## src/rtl/dled_scan.sv

```systemverilog
// ============================================================================
// Module  : dled_scan
// Brief   : Multiplexed 7-segment scanner with anti-ghost blanking and a
//           per-frame input snapshot. Optional macro DLED_LZ_BLANK_EN
//           enables leading-zero suppression.
// Revision: 1.0 - initial release
// ============================================================================
`default_nettype none

module dled_scan #(
    parameter int NUM_DIG   = 8,
    parameter int BLANK_CYC = 4
) (
    input  logic                   clock,
    input  logic                   rst_n,
    input  logic                   div_clk,
    input  logic [4*NUM_DIG-1:0]   data_in,
    input  logic [NUM_DIG-1:0]     dp_in,
    output logic [7:0]             seg,
    output logic [NUM_DIG-1:0]     dig,
    output logic                   frame_start
);

    localparam logic [1:0] S_IDLE     = 2'd0;
    localparam logic [1:0] S_BLANK    = 2'd1;
    localparam logic [1:0] S_SHOW     = 2'd2;
    localparam logic [2:0] LAST_IDX   = 3'(NUM_DIG - 1);
    localparam logic [7:0] BLANK_LOAD = 8'(BLANK_CYC);

    logic        sync1, sync2, sync3, tick;
    logic [1:0]  state, state_nxt;
    logic [2:0]  idx, idx_nxt;
    logic [7:0]  bcnt, bcnt_nxt;
    logic        snap;
    logic [31:0] shadow_data;
    logic [7:0]  shadow_dp;
    logic [7:0]  dig_sel;
    logic [3:0]  nib;
    logic [6:0]  glyph;
    logic [7:0]  lit_seg;
    logic [7:0]  seg_nxt;
    logic [NUM_DIG-1:0] dig_nxt;

    // div_clk is an asynchronous level; tick marks its rising edge
    always_ff @(posedge clock or negedge rst_n) begin
        if (!rst_n) begin
            sync1 <= 1'b0;
            sync2 <= 1'b0;
            sync3 <= 1'b0;
        end else begin
            sync1 <= div_clk;
            sync2 <= sync1;
            sync3 <= sync2;
        end
    end

    assign tick = sync2 & ~sync3;

    always_ff @(posedge clock or negedge rst_n) begin
        if (!rst_n) begin
            state       <= S_IDLE;
            idx         <= LAST_IDX;
            bcnt        <= 8'd0;
            shadow_data <= 32'd0;
            shadow_dp   <= 8'd0;
            dig         <= '1;
            seg         <= 8'hFF;
            frame_start <= 1'b0;
        end else begin
            state       <= state_nxt;
            idx         <= idx_nxt;
            bcnt        <= bcnt_nxt;
            dig         <= dig_nxt;
            seg         <= seg_nxt;
            frame_start <= snap;
            if (snap) begin
                shadow_data <= 32'(data_in);
                shadow_dp   <= 8'(dp_in);
            end
        end
    end

    always_comb begin
        state_nxt = state;
        idx_nxt   = idx;
        bcnt_nxt  = bcnt;
        snap      = 1'b0;
        if (tick) begin
            idx_nxt   = (idx == LAST_IDX) ? 3'd0 : idx + 3'd1;
            bcnt_nxt  = BLANK_LOAD;
            state_nxt = S_BLANK;
            snap      = (idx == LAST_IDX);
        end else begin
            case (state)
                S_BLANK: begin
                    if (bcnt != 8'd0) bcnt_nxt  = bcnt - 8'd1;
                    else              state_nxt = S_SHOW;
                end
                default: ;
            endcase
        end
    end

    assign dig_sel = 8'd1 << idx;
    assign nib     = shadow_data[{idx, 2'b00} +: 4];

    always_comb begin
        case (nib)
            4'h0: glyph = 7'h40;
            4'h1: glyph = 7'h79;
            4'h2: glyph = 7'h24;
            4'h3: glyph = 7'h30;
            4'h4: glyph = 7'h19;
            4'h5: glyph = 7'h12;
            4'h6: glyph = 7'h02;
            4'h7: glyph = 7'h78;
            4'h8: glyph = 7'h00;
            4'h9: glyph = 7'h10;
            4'hA: glyph = 7'h08;
            4'hB: glyph = 7'h03;
            4'hC: glyph = 7'h46;
            4'hD: glyph = 7'h21;
            4'hE: glyph = 7'h06;
            default: glyph = 7'h0E;
        endcase
    end

`ifdef DLED_LZ_BLANK_EN
    logic [7:0] lz_mask;
    logic       lz_run;

    // A digit is suppressed while it and every digit above it is a bare zero
    always_comb begin
        lz_mask = 8'd0;
        lz_run  = 1'b1;
        for (int k = NUM_DIG - 1; k >= 1; k--) begin
            lz_run     = lz_run & (shadow_data[4*k +: 4] == 4'd0) & ~shadow_dp[k];
            lz_mask[k] = lz_run;
        end
    end

    assign lit_seg = lz_mask[idx] ? 8'hFF : {~shadow_dp[idx], glyph};
`else
    assign lit_seg = {~shadow_dp[idx], glyph};
`endif

    always_comb begin
        dig_nxt = dig;
        seg_nxt = seg;
        if (tick) begin
            dig_nxt = '1;
            seg_nxt = 8'hFF;
        end else if (state == S_BLANK && bcnt == 8'd0) begin
            dig_nxt = ~dig_sel[NUM_DIG-1:0];
            seg_nxt = lit_seg;
        end
    end

endmodule

`default_nettype wire

```

## config.mk

```make
export PLATFORM = sky130hd
export DESIGN_NAME = dled_scan
export DESIGN_NICKNAME = d
export VERILOG_FILES = /design/src/rtl/dled_scan.sv
export SDC_FILE = /design/constraint.sdc
export NUM_CORES = 1
export LEC_CHECK = 0
export BUFFER_PORTS_ARGS = -buffer_cell sky130_fd_sc_hd__buf_4
export CORE_MARGIN = 5
export CORE_UTILIZATION = 50
export CTS_BUF_LIST = sky130_fd_sc_hd__clkbuf_8
export DETAILED_ROUTE_END_ITERATION = 16
export MAX_ROUTING_LAYER = met4
export PLACE_DENSITY = 0.83
export SLEW_MARGIN = 0
export SYNTH_ARGS = -nofsm -noshare
export SYNTH_HDL_FRONTEND = slang
export SYNTH_SLANG_ARGS = --single-unit
export TNS_END_PERCENT = 10
```

## constraint.sdc

```tcl
create_clock -name clock -period 2.66 [get_ports clock]
set_input_delay 0.266 -clock clock [delete_from_list [all_inputs] [get_ports clock]]
set_output_delay 0.266 -clock clock [all_outputs]
set_load 0.01 [all_outputs]
```

==> results.cfg <==
[logic_synthesis]
synth_top_cell_by_area = dfrtp_1
netlist_area_mm2 = 0.003471
synth_flop_cell = dfrtp_1
synth-edff-count = 0
ys_warn_count = 0
avgSynthCellArea_um2 = 13.30
yosys.cell_types.count = 41
async_reset_ff_frac = 1.000
synth_top_area_frac = 0.3893
ys_ff_latch = 73
synth.most_common_cell = dfrtp_1
syn_inst = 261
yosys-top-cells-count = dfrtp_1, mux2_2, nor2_1
synth_nets = 318
ys_seq_area_frac = 0.5332
synth.area.top_cells = dfrtp_1, dfstp_2, mux2_2

[global_routing]
grt_max_degree = 74
grt_use_total = 0.1762
grt_pass1_vias = 2384
gr-total-overflow = 0
grt_pass1_wl_mm = 11.52
antenna_found_initial = 0

[run]
max_cap_violations = 0

[critical_path]
worstSetupPathType = flip-flop to flip-flop
path_max_fanout = 10
cp-start-kind = flip-flop
cp_data_arrival_time_ns = 2.74
worstPathRequired_ns = 2.92
worst_setup_path_end_kind = flip-flop

[timing]
tightest_slew_ns = 0.8785
fin_ws_ns = 0.1871
period_minus_slack_ns = 2.473
setup_tns_ns = 0
fin_crit_sh = 0.9296
finalClockSkew_ns = 0.01064
hold_slack_ns = 0.03336
timing.fmax_ghz = 0.4044
rsz0062_at_grt = false
maxSlewHeadroom = 0.4143
finalHoldViolations = 0
finalSetupViolations = 0
drv_slew = 0

[routing]
ant_nets = 0
route.vias.total = 2243
wire_per_inst_um = 16.48
drc_errors = 0
vias_per_cell = 5.431
drt-total-wl_mm = 6.807
drt_iter0_markers = 85
dr.pass1.iters = 4

[clock_network]
cts_tree = done
worstSkewPairLatency_ns = 0.35
numCtsBuffers = 9
root_buffer = clkbuf_8
htree_levels = 3
post_cts_buffers = 0
clk_path_buf_depth = 2
clock-sinks = 73
cts.clk_slew.worst_paths_ns = 0.08

[pwr]
vdd_drop_max_mv = 0.6002
p_leak_uw = 0.001879
power_uw = 5020
p_per_area_mw_per_mm2 = 1188

[placement]
placed_cell_area_mm2 = 0.004010
dp_hpwl_mm = 4.916
port_buffers = 59
dp_slack_ns = 0.1156
place_congestion = 0.8981

[layout]
nFillCells = 529
drive_above_1_share = 0.4715
final_nets = 385
diodes = 0
area_growth_pct = 21.74
fin_area_mm2 = 0.004225

[floorplan]
start_util = 0.5137
row_count = 30
ios = 60
core-area_mm2 = 0.006756
die_h_um = 93.32
die_area_mm2 = 0.008708
die_w_um = 93.32

[min_path]
worst_hold_path_type = primary input to async pin

[status]
status = finished, final reports clean
## sequential cells by signal, indices dropped and copies added (netlist names), 2 cells and up
register	count
bcnt	8
dig	8
idx	3
seg	8
shadow_data	32
shadow_dp	8
state	2
## worst max-delay path, stage by stage (launching register included)
cell and delay [ns]:
dfstp_4 0.72, mux4_2 0.56, mux2i_4 0.17, buf_4 0.16
ha_1 0.26, inv_1 0.09, mux2i_1 0.15, o32ai_1 0.09
a31oi_1 0.19
## per-layer routing
| metal | vias to the layer above | track usage | routed length (um) |
|---|---|---|---|
| met5 | - | - | 0 |
| met4 | 0 | 0.06227 | 102 |
| met3 | 9 | 0.04586 | 378 |
| met2 | 67 | 0.2555 | 3166 |
| met1 | 1106 | 0.2413 | 3159 |
| li1 | 1061 | - | - |
## path summary, 6_finish.rpt
kind	startpoint	endpoint	slack (ns)	cells past startpoint
hold / removal	rst_n	bcnt[7]	0.03	1
setup reg to reg	idx[0]	seg[3]	0.19	8
hold reg to reg	sync1	sync2	0.35	0
setup / recovery	idx[0]	seg[3]	0.19	8
min in group clock	data_in[21]	shadow_data[21]	0.14	2
max in group asynchronous	rst_n	shadow_dp[2]	2.05	1
## logic make-up (layout without fill, tap and decap cells)
kind of cell | Yosys count | after routing | synth area share
AO/OA/AOI/OAI | 31 | 31 | 0.05948
XOR/XNOR | 8 | 8 | 0.02019
adder cells (fa/ha/maj) | 14 | 14 | 0.05047
buffers and inverters | 23 | 95 | 0.03028
flip-flops | 73 | 73 | 0.5332
multiplexers | 60 | 60 | 0.2365
AND/OR/NAND/NOR | 52 | 52 | 0.06994
## what timing repair did
item | 4_1_cts | 5_1_grt
resized for setup | 0 | 2
hold buffers | 0 | 1
endpoints found under the setup margin | 0 | 2
endpoints found under the hold margin | 0 | 1
## cell usage in the layout, fill, tap and decap left out, types with 2 or more instances in the layout
master / count
nor3_1: 5
inv_2: 2
ha_1: 14
xnor2_1: 3
nand2_1: 12
mux4_1: 3
a21oi_1: 7
or3_1: 2
mux2_2: 41
o21ai_0: 5
o32ai_1: 2
mux2i_4: 2
o22a_1: 3
dfrtp_1: 54
buf_4: 67
inv_1: 9
a31oi_1: 4
nand2b_1: 3
nor2_1: 24
o211ai_1: 2
mux2i_1: 6
mux4_2: 7
clkinv_4: 2
xor2_1: 5
clkbuf_8: 10
a211oi_1: 2
clkinvlp_4: 2
dfstp_2: 18
## power by group
part | internal (uW) | switching [uW] | total (uW) | leakage (uW)
logic | 1140 | 1060 | 2210 | 0.000940
clock network | 460 | 414 | 874 | 0.0000985
registers | 1620 | 321 | 1940 | 0.000840
## per-stage QoR
step	std cells	util
5_1_grt	413	0.6254
3_3_place_gp	396	0.5935
4_1_cts	412	0.6239
2_1_floorplan	261	-
6_report	413	0.6254
3_5_place_dp	396	0.5935
## cell type report
type	instances	area [um2]	share of cell area
Clock inverter	6	67.56	0.01599
Inverter	11	41.29	0.009772
Timing Repair Buffer	68	513.0	0.1214
Sequential cell	73	1854	0.4389
Tap cell	80	100.1	0.02369
Multi-Input combinational cell	165	1511	0.3577
Clock buffer	10	137.6	0.03257
(Power assumes the default switching activity.)
